===== src/rtl/tt_sweep_ctrl.sv =====
// Sweep sequencer for the two-output minimization block: walks all 16 input
// codes, samples f1/f2 after a settle delay and checks them against expected masks.
module tt_sweep_ctrl #(
    parameter int unsigned SETTLE = 1
) (
    input  logic        clk,
    input  logic        rst,
    input  logic        start,
    input  logic [15:0] exp_f1,
    input  logic [7:0]  exp_f2,
    input  logic        f1,
    input  logic        f2,
    output logic        a,
    output logic        b,
    output logic        c,
    output logic        d,
    output logic        w,
    output logic        x,
    output logic        y,
    output logic        z,
    output logic        busy,
    output logic        done,
    output logic        pass,
    output logic [15:0] tt_f1,
    output logic [7:0]  tt_f2,
    output logic [4:0]  fail_cnt,
    output logic [3:0]  fail_idx
);

    typedef enum logic [1:0] {S_IDLE, S_SETTLE, S_SAMPLE, S_DONE} state_t;

    localparam logic [3:0] SETTLE_C = 4'(SETTLE);

    state_t      state_q, state_d;
    logic [3:0]  idx_q, idx_d;
    logic [3:0]  cnt_q, cnt_d;
    logic [15:0] exp1_q, exp1_d;
    logic [7:0]  exp2_q, exp2_d;
    logic [15:0] tt1_q, tt1_d;
    logic [7:0]  tt2_q, tt2_d;
    logic [4:0]  fcnt_q, fcnt_d;
    logic [3:0]  fidx_q, fidx_d;
    logic        pass_q, pass_d;
    logic        miss1, miss2;

    always_ff @(posedge clk or posedge rst) begin
        if (rst) begin
            state_q <= S_IDLE;
            idx_q   <= '0;
            cnt_q   <= '0;
            exp1_q  <= '0;
            exp2_q  <= '0;
            tt1_q   <= '0;
            tt2_q   <= '0;
            fcnt_q  <= '0;
            fidx_q  <= '0;
            pass_q  <= 1'b0;
        end else begin
            state_q <= state_d;
            idx_q   <= idx_d;
            cnt_q   <= cnt_d;
            exp1_q  <= exp1_d;
            exp2_q  <= exp2_d;
            tt1_q   <= tt1_d;
            tt2_q   <= tt2_d;
            fcnt_q  <= fcnt_d;
            fidx_q  <= fidx_d;
            pass_q  <= pass_d;
        end
    end

    always_comb begin
        state_d = state_q;
        idx_d   = idx_q;
        cnt_d   = cnt_q;
        exp1_d  = exp1_q;
        exp2_d  = exp2_q;
        tt1_d   = tt1_q;
        tt2_d   = tt2_q;
        fcnt_d  = fcnt_q;
        fidx_d  = fidx_q;
        pass_d  = pass_q;
        miss1   = f1 != exp1_q[idx_q];
        miss2   = !idx_q[3] && (f2 != exp2_q[idx_q[2:0]]);
        unique case (state_q)
            S_IDLE: begin
                if (start) begin
                    idx_d   = '0;
                    exp1_d  = exp_f1;
                    exp2_d  = exp_f2;
                    tt1_d   = '0;
                    tt2_d   = '0;
                    fcnt_d  = '0;
                    fidx_d  = '0;
                    pass_d  = 1'b0;
                    cnt_d   = SETTLE_C;
                    state_d = (SETTLE == 0) ? S_SAMPLE : S_SETTLE;
                end
            end
            S_SETTLE: begin
                cnt_d = cnt_q - 4'd1;
                if (cnt_q <= 4'd1) state_d = S_SAMPLE;
            end
            S_SAMPLE: begin
                tt1_d[idx_q] = f1;
                if (!idx_q[3]) tt2_d[idx_q[2:0]] = f2;
                fcnt_d = fcnt_q + 5'(miss1) + 5'(miss2);
                // an empty count means no mismatch has been seen yet this sweep
                if ((miss1 || miss2) && fcnt_q == 5'd0) fidx_d = idx_q;
                if (idx_q == 4'd15) begin
                    pass_d  = (fcnt_d == 5'd0);
                    state_d = S_DONE;
                end else begin
                    idx_d   = idx_q + 4'd1;
                    cnt_d   = SETTLE_C;
                    state_d = (SETTLE == 0) ? S_SAMPLE : S_SETTLE;
                end
            end
            S_DONE: state_d = S_IDLE;
            default: state_d = S_IDLE;
        endcase
    end

    assign {a, b, c, d} = idx_q;
    assign {w, x, y}    = idx_q[2:0];
    assign z            = 1'b0;
    assign busy         = state_q != S_IDLE;
    assign done         = state_q == S_DONE;
    assign pass         = pass_q;
    assign tt_f1        = tt1_q;
    assign tt_f2        = tt2_q;
    assign fail_cnt     = fcnt_q;
    assign fail_idx     = fidx_q;

endmodule


===== config.mk =====
export PLATFORM = sky130hd
export DESIGN_NAME = tt_sweep_ctrl
export DESIGN_NICKNAME = d
export VERILOG_FILES = /design/src/rtl/tt_sweep_ctrl.sv
export SDC_FILE = /design/constraint.sdc
export NUM_CORES = 1
export LEC_CHECK = 0
export CAP_MARGIN = 10
export CORE_UTILIZATION = 40
export CTS_CLUSTER_SIZE = 8
export DETAILED_ROUTE_END_ITERATION = 12
export PLACE_DENSITY = 0.72
export SLEW_MARGIN = 20
export SYNTH_ARGS = -nofsm -noshare
export SYNTH_HDL_FRONTEND = slang
export SYNTH_SLANG_ARGS = --single-unit

===== constraint.sdc =====
create_clock -name clk -period 4.7 [get_ports clk]
set_clock_uncertainty 0.15 [all_clocks]
set_input_delay 0.47 -clock clk [delete_from_list [all_inputs] [get_ports clk]]
set_output_delay 0.47 -clock clk [all_outputs]
set_load 0.03 [all_outputs]

# == Word-level counts from Yosys, hierarchy flattened ==
# Index checks and enable logic that the tools add are counted.
# op_classes
reduce_logical,20
mux,32
eq_ne,12
order_cmp,5
add_sub_neg,4
# op_table
cell,count
$pmux 16 s2,1
$mux 4,5
$bwmux 16,1
$mux 16,1
$mux 8,2
$pmux 4 s2,2
$pmux 8 s2,1
$reduce_and 3->1,5
$ne 2x2->1 const B,6
$pmux 4 s3,1
$add 5x1->5,2
$logic_not 5->1,2
$pmux 5 s2,1
$bwmux 8,1
$pmux 2 s4,1
$mux 1,6
$mux 2,3
$reduce_and 2->1,3
$lt 4x5->1 const B,1
$mux 5,1
$add 4x1->4 const B,1
$bmux 1 s4,1
$demux 1 s4,1
$eq 2x2->1 const B,2
17 further kinds,22
# totals
wordCells,83
regBits,68
input_bits,29

# == Depth between registers and ports, before layout ==
# Gate-level depths: netlist (run 1).
# depth
ltp_word,8
depth_mapped,14
ltp_nobuf,12

# == Worst setup path before layout (run 1) ==
# No wires, ideal clock.
# synth_path
path_kind,register to register
from,register idx_q[0]
to,"register pass_q, in the netlist pass"
required_ps,4485
period_less_slack_ps,3273
path_buffers,2
setup_time_ps,65
path_slack_ps,1427
path_stages_with_launch,15
arrival_ps,3058
path_cell_list,dfrtp_1 -> buf_6 -> buf_8 -> mux2i_1 -> o21ai_1 -> a221o_1 -> and3_4 -> nor2_1 -> inv_1 -> fa_1 -> ha_1 -> nor4_1 -> a31oi_1 -> nor4_1 -> mux2_2
# synth_via
elab_chain_len,8
# synth_lines
element,line_no,text
start: declaration,35,"logic [3:0] idx_q, idx_d;"
start signal: assignment,60,idx_q <= idx_d;
$bmux 1 s4 / $bmux 1 s3 (equally long branches),"83, 84",
"$mux 1, on equally long branches","83, 84",
"$ne 1x1->1, on equally long branches","83, 84",
$add 5x1->5 / $logic_and 1x1->1 (equally long branches),"107, 84",
$add 5x1->5,107,fcnt_d = fcnt_q + 5'(miss1) + 5'(miss2);
$logic_not 5->1,111,pass_d = (fcnt_d == 5'd0);
$mux 1,110,if (idx_q == 4'd15) begin
$pmux 1 s2,85,unique case (state_q)
end signal: assignment,68,pass_q <= pass_d;
end: declaration,43,"logic pass_q, pass_d;"
# Several ways; a longest one is shown, not always the timed one. The select of a mux whose other input is x is not followed.
# A chain may end at the register's enable or synchronous reset.

# == Worst setup path in the final report (run 1) ==
# Ends and elaborated chain as after synthesis.

==> results of run 1 <==
[power by group through the flow]
stage | clock network [µW] | registers [µW] | logic, µW
2_1_floorplan | 0 | 918 | 645
3_3_place_gp | 0 | 919 | 886
3_5_place_dp | 0 | 926 | 914
4_1_cts | 472 | 913 | 918
5_1_grt | 499 | 940 | 1020
6_report | 466 | 914 | 913
[area by class of cell]
type / count / area, µm²
fillers: 762 / 3910
flip-flops and latches: 68 / 1700
multi-input cells: 261 / 1520
repair buffers: 73 / 726
clock buffers: 13 / 149
well taps: 105 / 131
inverters: 11 / 41.3
clock inverters: 2 / 35.0
[cell families after synthesis]
group,Yosys count
AO/OA/AOI/OAI,85
XOR/XNOR,1
adder cells (fa/ha/maj),8
buffers and inverters,37
flip-flops,68
multiplexers,17
other,1
AND/OR/NAND/NOR,149
[cells in the mapped netlist (2+ instances only)]
| library cell | number | area, µm² |
|---|---|---|
| a21oi_1 | 4 | 20.0 |
| a221o_1 | 2 | 20.0 |
| a22o_1 | 3 | 26.3 |
| a22oi_1 | 2 | 15.0 |
| a31oi_1 | 5 | 31.3 |
| and2_1 | 2 | 12.5 |
| buf_1 | 3 | 11.3 |
| buf_4 | 4 | 30.0 |
| clkbuf_1 | 17 | 63.8 |
| clkinv_1 | 2 | 7.51 |
| dfrtp_1 | 68 | 1700 |
| ha_1 | 7 | 87.6 |
| inv_1 | 9 | 33.8 |
| mux2_2 | 3 | 33.8 |
| mux2i_1 | 13 | 130 |
| nand2_1 | 100 | 375 |
| nand2b_1 | 2 | 12.5 |
| nand3_1 | 8 | 40.0 |
| nand3b_1 | 2 | 15.0 |
| nand4_1 | 2 | 12.5 |
| nor2_1 | 21 | 78.8 |
| nor2b_1 | 2 | 12.5 |
| nor3_1 | 3 | 15.0 |
| nor4_1 | 3 | 18.8 |
| o211ai_1 | 11 | 82.6 |
| o21ai_0 | 28 | 140 |
| o311ai_0 | 4 | 35.0 |
| o31ai_1 | 16 | 120 |
| o41ai_1 | 4 | 35.0 |
[state kept, by name (all words and copies together) (netlist names)]
signal / cells
cnt_q: 4
exp1_q: 16
exp2_q: 8
fail_cnt: 5
fail_idx: 4
idx_q: 4
pass: 1
state_q: 2
tt_f1: 16
tt_f2: 8
[critical path: cells and delay by family, from the launching register on]
kind	cells	cell delay, ns
compound gates	3	0.57
fa+ha+maj	2	0.76
buf+inv	1	0.07
flops	1	1.04
mux	2	0.47
simple gates	4	0.71
[worst min-delay path by stage]
| stage | slack [ns] | cells after the start | to |
|---|---|---|---|
| final | 0.33 | 2 | exp1_q[8] |
| after floorplan | 0.29 | 2 | exp1_q[12] |
| after global routing | 0.34 | 2 | exp1_q[8] |
| after global placement | 0.31 | 2 | exp1_q[8] |
| after CTS | 0.33 | 2 | exp1_q[8] |
| after detailed placement | 0.31 | 2 | exp1_q[8] |
[per-stage QoR]
stage / total power (µW) / std cells / worst slack (ns) / cell area, µm²
6_report: 2290 / 533 / 0.860 / 4300
5_1_grt: 2460 / 533 / 0.552 / 4300
4_1_cts: 2300 / 533 / 0.893 / 4300
3_5_place_dp: 1840 / 518 / 0.937 / 4120
3_3_place_gp: 1810 / 518 / 1.11 / 4120
2_1_floorplan: 1560 / 366 / 1.43 / 3390
[cells in the final DEF (no fill, tap or decap), types with 3 or more instances in the layout]
cell type and count:
o31ai_1 16, nor3_1 3, nor2_1 21, a21oi_1 4, o41ai_1 4, dfrtp_1 68, clkbuf_1 3, o211ai_1 11
inv_1 8, nand3_1 8, o21ai_0 28, clkbuf_8 10, mux2_2 3, ha_1 7, clkdlybuf4s50_1 71, a31oi_1 5
nand2_1 100, a22o_1 3, o311ai_0 4, nor4_1 3, mux2i_1 13
[per-layer routing]
metal  GRT usage (%)  vias up  share of wire (%)
li1                -     1395                  -
met1            27.1     1350                 46
met2            30.2       98                 47
met3            4.29       10                6.1
met4            7.44        0                1.1
met5               0        -                  0
==> metrics.md, run 1 <==
| Metric | Value |
|---|---|
| Largest family of logic cells by synthesized area | `simple AND/OR/NAND/NOR gates` |
| Setup crit end kind | `flip-flop` |
| Global-route wire length before repair | `13500 µm` |
| Leakage | `0.00191 µW` |
| Vias | `2853` |
| Antenna violations before repair | `0` |
| Worst R2R End | `pass` |
| Power per cell area | `533 nW/µm²` |
| Final setup viols | `0` |
| Clock transition at path regs | `0.07 ns` |
| Switch share | `40.0%` |
| Multiplexer area fraction after synthesis | `5.49%` |
| Site Rows | `33` |
| Xor/xnor share of the synthesized area | `0.258%` |
| Crit-path max FO | `29` |
| Worst-Skew Late Latency | `0.34 ns` |
| Combinational cell fraction of total power | `39.8%` |
| CTS sink count | `68` |
| PostCTS Resize Cnt | `0` |
| Synth warnings | `0` |
| WHS | `0.327 ns` |
| Crit path largest cell delay | `1.04 ns` |
| Cell variety after synth | `45` |
| Simple-gate share of the synthesized area | `18.5%` |
| Drt first pass iters | `5` |
| Worst slew pin tran | `1.05 ns` |
| Syn-to-layout area delta | `26.8%` |
| Post-route minimum period | `3.84 ns` |
| Worst slew margin | `29.7%` |
| Num CTS Buffers | `9` |
| Internal | `1380 µW` |
| Worst vdd ir | `0.272 mV` |
| Required @ worst endpoint | `4.82 ns` |
| Mean Syn Cell Area | `9.27 µm²` |
| Synth Area in Compound Gates | `17.3%` |
| CTS tree | `yes` |
| Routed length per instance | `15.0 µm` |
| DP HPWL | `5650 µm` |
| Ant. Diodes | `0` |
| Area of the die | `8860 µm²` |
| Pin count of the biggest net entering global routing | `48` |
| Post-layout util | `52.4%` |
| Clock share of power | `20.3%` |
| Reg power frac | `39.9%` |
| Antenna Violating Nets Remaining | `0` |
| Syn_nets | `403` |
| Core Box Area | `8220 µm²` |
| Vias in the first global route | `2733` |
| Cell Chain, Critical Path | `mux2i_1 > o21ai_1 > a221o_1 > and3_4 > nor2_1 > inv_1 > fa_1 > ha_1 > nor4_1 > a31oi_1 > nor4_1 > mux2_2` |
| Worst R2R Start | `idx_q[0]` |
| IO Pins | `73` |
| Slowest cell on the critical path | `dfrtp_1` |
| GP Congestion | `0.793` |
| Post-synth EDFFs | `0` |
| Longest Clk Path Bufs | `2` |
| Die H | `94.1 µm` |
| Final hold violation count | `0` |
| R2R setup slack | `0.86 ns` |
| P_sw | `917 µW` |
| Top FF cell, synth | `dfrtp_1` |
| Max Cap Violations | `0` |
| Port Buf Inserts | `71` |
| Register bit total from synthesis | `68` |
| Max Fclk | `260 MHz` |
| Worst Setup Path Type | `flip-flop to flip-flop` |
| Htree depth | `3` |
| RSZ-0062 raised after global routing | `no` |
| Mapped Area | `3390 µm²` |
| Starting density of the core | `41.3%` |
| Worst path most repeated cell | `nor4_1` |
| Die width | `94.1 µm` |
| Setup tns final | `0 ns` |
| Adder-cell share of the synthesized area | `3.17%` |
| DRC | `0` |
| Async SR Flop Fraction | `100%` |
| Slew Viols, Final | `0` |
| Outcome | `finished, final reports clean` |
| Sequential share of the synthesized area | `50.1%` |
| Critical Path Source | `idx_q[0]` |
| Post-CTS Setup Bufs | `0` |
| Drt total wl | `8000 µm` |
| Worst r2r path cells | `12` |
| Final period util | `81.7%` |
| Worst Setup Start Kind | `flip-flop` |
| Cts hold-fix bufs | `0` |
| Root Buffer | `clkbuf_8` |
| Crit path DAT | `3.96 ns` |
| Gr usage total | `19.7%` |
| Critical Path End | `pass` |
| Share of layout cells above drive strength 1 | `5.37%` |
| Post-DR vias/cell | `5.35` |
| HP Class | `flip-flop to flip-flop` |
| GRT overflow | `0` |
| DR iter-0 viols | `212` |
| Cells after synthesis | `366` |
| Post-layout nets | `461` |
| Worst min-delay path startpoint | `exp1_q[8]` |
Note: power is estimated with default switching activity, not from simulation.
==> run 2: changes to the inputs <==
--- a/config.mk
+++ b/config.mk
@@ -9,7 +9,7 @@
 export CORE_UTILIZATION = 40
 export CTS_CLUSTER_SIZE = 8
 export DETAILED_ROUTE_END_ITERATION = 12
-export PLACE_DENSITY = 0.72
+export PLACE_DENSITY = 0.75
 export SLEW_MARGIN = 20
 export SYNTH_ARGS = -nofsm -noshare
 export SYNTH_HDL_FRONTEND = slang
==> constraint.sdc (replaced) <==
create_clock -name clk -period 3.3 [get_ports clk]
set_clock_uncertainty 0.15 [all_clocks]
set_input_delay 0.33 -clock clk [delete_from_list [all_inputs] [get_ports clk]]
set_output_delay 0.33 -clock clk [all_outputs]
set_load 0.03 [all_outputs]
==> run 2 against run 1 <==
Compared with the run above:
- sequential share of layout area fell by 0.95 points
- flip-flop and latch count unchanged
- first-iteration DRC count rose by 31%
- critical path depth unchanged
==> metrics.md, run 2 (synthesis gave the netlist of run 1 again) <==
| Metric | Value |
|---|---|
| Worst vdd ir | `0.356 mV (+31%)` |
| Drt total wl | `8200 µm (+2.5%)` |
| Area of the die | `8860 µm² (unchanged)` |
| RSZ-0062 raised after global routing | `no` |
| Crit-path max FO | `8 (-72%)` |
| Pin count of the biggest net entering global routing | `69 (+44%)` |
| Num CTS Buffers | `9 (unchanged)` |
| Power per cell area | `765 nW/µm² (+44%)` |
| Register area | `1700 µm² (about the same)` |
| Worst slew pin tran | `0.834 ns (-0.221 ns)` |
| Worst R2R End | `pass` |
| Post-layout nets | `473 (+2.6%)` |
| Global-route wire length before repair | `13800 µm (+1.7%)` |
| Slew Viols, Final | `0 (unchanged)` |
| Crit path largest cell delay | `0.48 ns (-0.56 ns)` |
| Core Box Area | `8220 µm² (unchanged)` |
| Multi-input gate area | `1530 µm² (+0.91%)` |
| DR iter-0 viols | `278 (+31%)` |
| Cell Chain, Critical Path | `clkbuf_2 > buf_4 > mux2i_1 > mux4_2 > xor2_1 > nor2_2 > fa_2 > a211o_1 > nand2_1 > a31oi_1 > nor4_1 > mux2_2` |
| Final cell count without fillers | `544 (+2.1%)` |
| Critical Path End | `pass` |
| Drt first pass iters | `4 (-1)` |
| Die width | `94.1 µm (unchanged)` |
| Fin area | `4410 µm² (+2.5%)` |
| Pre-CTS setup slack | `-0.0188 ns (-0.956 ns)` |
| Die H | `94.1 µm (unchanged)` |
| Crit path max-delay family | `multiplexers` |
| Final WS setup | `0.130 ns (-0.729 ns)` |
| DP HPWL | `5880 µm (+4.0%)` |
| IO Pins | `73 (unchanged)` |
| Htree depth | `3 (unchanged)` |
| Critical Path Stages | `12 (unchanged)` |
| DRC | `0 (unchanged)` |
| Worst R2R Start | `idx_q[0]` |
| Routed length per instance | `15.1 µm (+0.38%)` |
| Critical Path Source | `idx_q[0]` |
| Final period util | `96.0% (+14 points)` |
| Worst Setup Start Kind | `flip-flop` |
| Slowest cell on the critical path | `dfrtp_2` |
| Most common cell after layout, fill and taps aside | `nand2_1` |
| Syn-to-layout area delta | `30.0%` |
| Required @ worst endpoint | `3.44 ns (-1.38 ns)` |
| Crit path DAT | `3.31 ns (-0.65 ns)` |
| GRT overflow | `0 (unchanged)` |
| Fillers | `739 (-3.0%)` |
| Post-DP Area | `4200 µm² (+2.0%)` |
| Post-DR vias/cell | `5.33 (-0.34%)` |
| Worst-Skew Late Latency | `0.34 ns (about the same)` |
| HP Class | `flip-flop to flip-flop` |
| Vias | `2902 (+1.7%)` |
| Ant. Diodes | `0 (unchanged)` |
| Clock transition at path regs | `0.07 ns (about the same)` |
| GP Congestion | `0.855 (+7.8%)` |
| Vias in the first global route | `2807 (+2.7%)` |
| Root Buffer | `clkbuf_8` |
| CTS sink count | `68 (unchanged)` |
| Final hold violation count | `0 (unchanged)` |
| Leakage | `0.00197 µW (+3.3%)` |
| Post-Place Cells | `529 (+2.1%)` |
| Longest Clk Path Bufs | `2 (unchanged)` |
| Site Rows | `33 (unchanged)` |
| Outcome | `finished, final reports clean` |
| Antenna violations before repair | `0 (unchanged)` |
| Setup crit end kind | `flip-flop` |
| CP Buf/Inv Count | `2 (+1)` |
| Antenna Violating Nets Remaining | `0 (unchanged)` |
| Starting density of the core | `41.3% (unchanged)` |
| Max Cap Violations | `0 (unchanged)` |
| Met2 global-route usage | `31.2% (+0.97 points)` |
| Share of layout cells above drive strength 1 | `9.34% (+4.0 points)` |
| Max Fclk | `316 MHz (+21%)` |
| CTS tree | `yes` |
| Final setup viols | `0 (unchanged)` |
| R2R setup slack | `0.13 ns (-0.73 ns)` |
| Worst Setup Path Type | `flip-flop to flip-flop` |
| Most frequent cells in the layout | `nand2_1 (100), clkdlybuf4s50_1 (71), dfrtp_1 (67)` |
| Most Used Layer, Global Route | `met2` |
| Worst slew margin | `44.4% (+15 points)` |
| Worst r2r path cells | `12 (unchanged)` |
| Gr usage total | `20.4% (+0.73 points)` |
| GR Layer Usage met3 | `5.02% (+0.73 points)` |
| M1 GR Usage | `27.7% (+0.59 points)` |
| Cts hold-fix bufs | `0 (unchanged)` |
| Port Buf Inserts | `71 (unchanged)` |
| Post-route minimum period | `3.17 ns (-0.671 ns)` |
-- run 2: worst min-delay path: stages, from the launching register on --
cell and delay, ns:
dfrtp_1 0.35, nand2_1 0.05, nand2_1 0.06
-- run 2: how the worst min path moves through the flow --
stage	startpoint	endpoint	slack (ns)	cells past startpoint
floorplan	exp_f1[0]	exp1_q[0]	0.29	2
global placement	exp1_q[13]	exp1_q[13]	0.31	2
finish	exp1_q[9]	exp1_q[9]	0.34	2
global route	exp_f2[4]	exp2_q[4]	0.35	3
CTS	exp1_q[9]	exp1_q[9]	0.34	2
detailed placement	exp1_q[9]	exp1_q[9]	0.32	2
-- run 2: what timing repair did --
action,in CTS,in global routing
buffers inserted,0,1
setup endpoints to repair,1,1
pin swaps,0,0
gates resized for setup,1,4
-- run 2: stage by stage --
step	power (µW)	TNS [ns]	util, %	hold WS, ns
2_1_floorplan	2230	0	-	0.285
3_3_place_gp	2630	0	51.1	0.313
3_5_place_dp	2680	-0.0188	51.1	0.321
4_1_cts	3370	0	53.5	0.338
5_1_grt	3610	0	53.7	0.354
6_report	3370	0	53.7	0.338
-- run 2: area by class of cell --
| cell class | count | share of cell area, % |
|---|---|---|
| sequential | 68 | 38.6 |
| clock buffer | 12 | 3.52 |
| clock inverter | 2 | 0.794 |
| multi-input combinational | 261 | 34.7 |
| tap | 105 | 2.98 |
| inverter | 11 | 0.936 |
| timing repair buffer | 85 | 18.4 |
-- run 2: layer usage --
metal	wire length (µm)	vias up
met5	0	-
met4	158	0
met3	487	14
met2	3800	94
met1	3750	1380
li1	-	1414
-- run 2: where the power goes --
| part | leakage (µW) | switching, µW | internal (µW) |
|---|---|---|---|
| registers | 0.000899 | 195 | 1060 |
| logic | 0.000971 | 844 | 595 |
| clock network | 0.0000983 | 298 | 381 |
| total | 0.00197 | 1340 | 2040 |
==> run 3: changes to the inputs <==
--- a/config.mk
+++ b/config.mk
@@ -6,10 +6,10 @@
 export NUM_CORES = 1
 export LEC_CHECK = 0
 export CAP_MARGIN = 10
-export CORE_UTILIZATION = 40
+export CORE_UTILIZATION = 46
 export CTS_CLUSTER_SIZE = 8
 export DETAILED_ROUTE_END_ITERATION = 12
-export PLACE_DENSITY = 0.75
+export PLACE_DENSITY = 0.83
 export SLEW_MARGIN = 20
 export SYNTH_ARGS = -nofsm -noshare
 export SYNTH_HDL_FRONTEND = slang
==> run 3 against run 2 <==
Compared with the run above:
- setup slack better by 0.039 ns
- sequential share of layout area fell by 0.15 points
- critical path depth unchanged
- power is 2.4% higher
- first-iteration DRC count shrank 11%
- flip-flop and latch count unchanged
- combinational power barely moved
- sequential power hardly changed
- final area increased by 0.40%
==> metrics.md, run 3 (synthesis gave the netlist of run 1 again) <==
| Metric | Value |
|---|---|
| Outcome | `finished, final reports clean` |
| CTS sink count | `68 (unchanged)` |
| Drt total wl | `8260 µm (+0.77%)` |
| Crit path DAT | `3.22 ns (-0.09 ns)` |
| Clock transition at path regs | `0.08 ns (about the same)` |
| Syn-to-layout area delta | `30.5%` |
| CP Buf/Inv Count | `2 (unchanged)` |
| Drt first pass iters | `4 (unchanged)` |
| Post-DP Area | `4200 µm² (about the same)` |
| Final hold violation count | `0 (unchanged)` |
| Worst vdd ir | `0.425 mV (+19%)` |
| Site Rows | `30 (-9.1%)` |
| Final cell count without fillers | `539 (-0.92%)` |
| CTS tree | `yes` |
| Fin area | `4430 µm² (+0.40%)` |
| Multi-input gate area | `1520 µm² (-0.73%)` |
| Die width | `87.9 µm (-6.6%)` |
| Antenna violations before repair | `0 (unchanged)` |
| Slowest cell on the critical path | `mux4_2` |
| Worst Setup Start Kind | `flip-flop` |
| Setup crit end kind | `flip-flop` |
| Most common cell after layout, fill and taps aside | `nand2_1` |
| Core Box Area | `6940 µm² (-15%)` |
| Vias | `2986 (+2.9%)` |
| Post-Place Cells | `521 (-1.5%)` |
| Crit-path max FO | `10 (+2)` |
| Starting density of the core | `48.9% (+7.6 points)` |
| Post-route minimum period | `3.13 ns (-0.0392 ns)` |
| Htree depth | `3 (unchanged)` |
| HP Class | `input pin to asynchronous set/reset pin` |
| Antenna Violating Nets Remaining | `0 (unchanged)` |
| RSZ-0062 raised after global routing | `no` |
| Port Buf Inserts | `71 (unchanged)` |
| Gr usage total | `23.3% (+2.8 points)` |
| Max Cap Violations | `0 (unchanged)` |
| Post-layout util | `63.8% (+10 points)` |
| Share of layout cells above drive strength 1 | `9.71% (+0.37 points)` |
| Post-layout nets | `475 (+0.42%)` |
| DP HPWL | `5840 µm (-0.69%)` |
| Vias in the first global route | `2879 (+2.6%)` |
| Register area | `1700 µm² (unchanged)` |
| PnR Total Power | `3450 µW (+2.4%)` |
| Root Buffer | `clkbuf_8` |
| Ant. Diodes | `0 (unchanged)` |
| Area of the die | `7720 µm² (-13%)` |
| Most frequent cells in the layout | `nand2_1 (100), clkdlybuf4s50_1 (71), dfrtp_1 (67)` |
| Worst-Skew Late Latency | `0.35 ns (about the same)` |
| Cell Chain, Critical Path | `buf_4 > buf_4 > mux2i_1 > mux4_2 > xor2_1 > nor2_1 > fa_2 > ha_1 > nor4_1 > a31oi_1 > nor4_1 > mux2_2` |
| Global-route wire length before repair | `13600 µm (-1.4%)` |
| DRC | `0 (unchanged)` |
| IO Pins | `73 (unchanged)` |
| Num CTS Buffers | `9 (unchanged)` |
| Worst slew pin tran | `0.721 ns (-0.112 ns)` |
| Crit path largest cell delay | `0.48 ns (about the same)` |
| Post-DR vias/cell | `5.54 (+3.8%)` |
| Die H | `87.9 µm (-6.6%)` |
| Max Fclk | `319 MHz (+1.3%)` |
| Required @ worst endpoint | `3.39 ns (-0.05 ns)` |
| Pin count of the biggest net entering global routing | `35 (-49%)` |
| GRT overflow | `0 (unchanged)` |
| DR iter-0 viols | `248 (-11%)` |
| Crit path max-delay family | `multiplexers` |
| Fillers | `559 (-24%)` |
| Routed length per instance | `15.3 µm (+1.7%)` |
| Longest Clk Path Bufs | `2 (unchanged)` |
| Worst slew margin | `51.9% (+7.5 points)` |
| GP Congestion | `0.839 (-1.8%)` |
| Final period util | `94.9% (-1.2 points)` |
| Power per cell area | `780 nW/µm² (+2.0%)` |
| Slew Viols, Final | `0 (unchanged)` |
| Final setup viols | `0 (unchanged)` |
| Worst Setup Path Type | `flip-flop to flip-flop` |
| Leakage | `0.00199 µW (+1.1%)` |
run 3: cell count changes in the layout (fill, tap and decap cells not counted), sizes merged:
| cell | delta |
|---|---|
| buf | +3 |
| bufinv | +1 |
| clkbuf | -4 |
| clkinv | +3 |
| clkinvlp | +1 |
run 3: layer usage:
| metal | GRT usage, % | share of wire, % |
|---|---|---|
| met5 | 0 | 0 |
| met4 | 10.7 | 2.7 |
| met3 | 5.00 | 5.7 |
| met2 | 36.6 | 46 |
| met1 | 30.9 | 46 |
run 3: stage by stage:
stage	setup TNS, ns	hold WS, ns	setup WS (ns)
2_1_floorplan	0	0.285	0.0270
3_3_place_gp	0	0.314	0.161
3_5_place_dp	-0.00452	0.313	-0.00452
4_1_cts	0	0.153	0.124
5_1_grt	0	0.199	0.0438
6_report	0	0.148	0.170
run 3: layout make-up:
cell class | count | share of cell area (%)
inverters | 11 | 0.932
clock buffers | 9 | 2.80
flip-flops and latches | 68 | 38.4
multi-input cells | 261 | 34.4
clock inverters | 7 | 2.06
repair buffers | 87 | 18.7
well taps | 96 | 2.71
run 3: path summary, 6_finish.rpt:
check / start / endpoint / slack, ns / cells past startpoint
setup / recovery: idx_q[0] / pass / 0.17 / 12
hold / removal: rst / tt_f1[2] / 0.15 / 2
setup reg to reg: idx_q[0] / pass / 0.17 / 12
hold reg to reg: exp2_q[4] / exp2_q[4] / 0.33 / 2
max in group asynchronous: rst / idx_q[0] / 2.13 / 3
min in group clk: exp2_q[4] / exp2_q[4] / 0.33 / 2
run 3: what timing repair did:
action	in CTS	in global routing
setup buffers	0	2
resized for setup	1	1
gates cloned	0	0
endpoints found under the setup margin	1	1
hold buffers	0	0
hold endpoints to repair	0	0
run 3: where the power goes:
group	internal, µW	switching (µW)	total, µW
sequential	1060	178	1240
combinational	600	868	1470
clock	422	326	748
total	2080	1370	3450
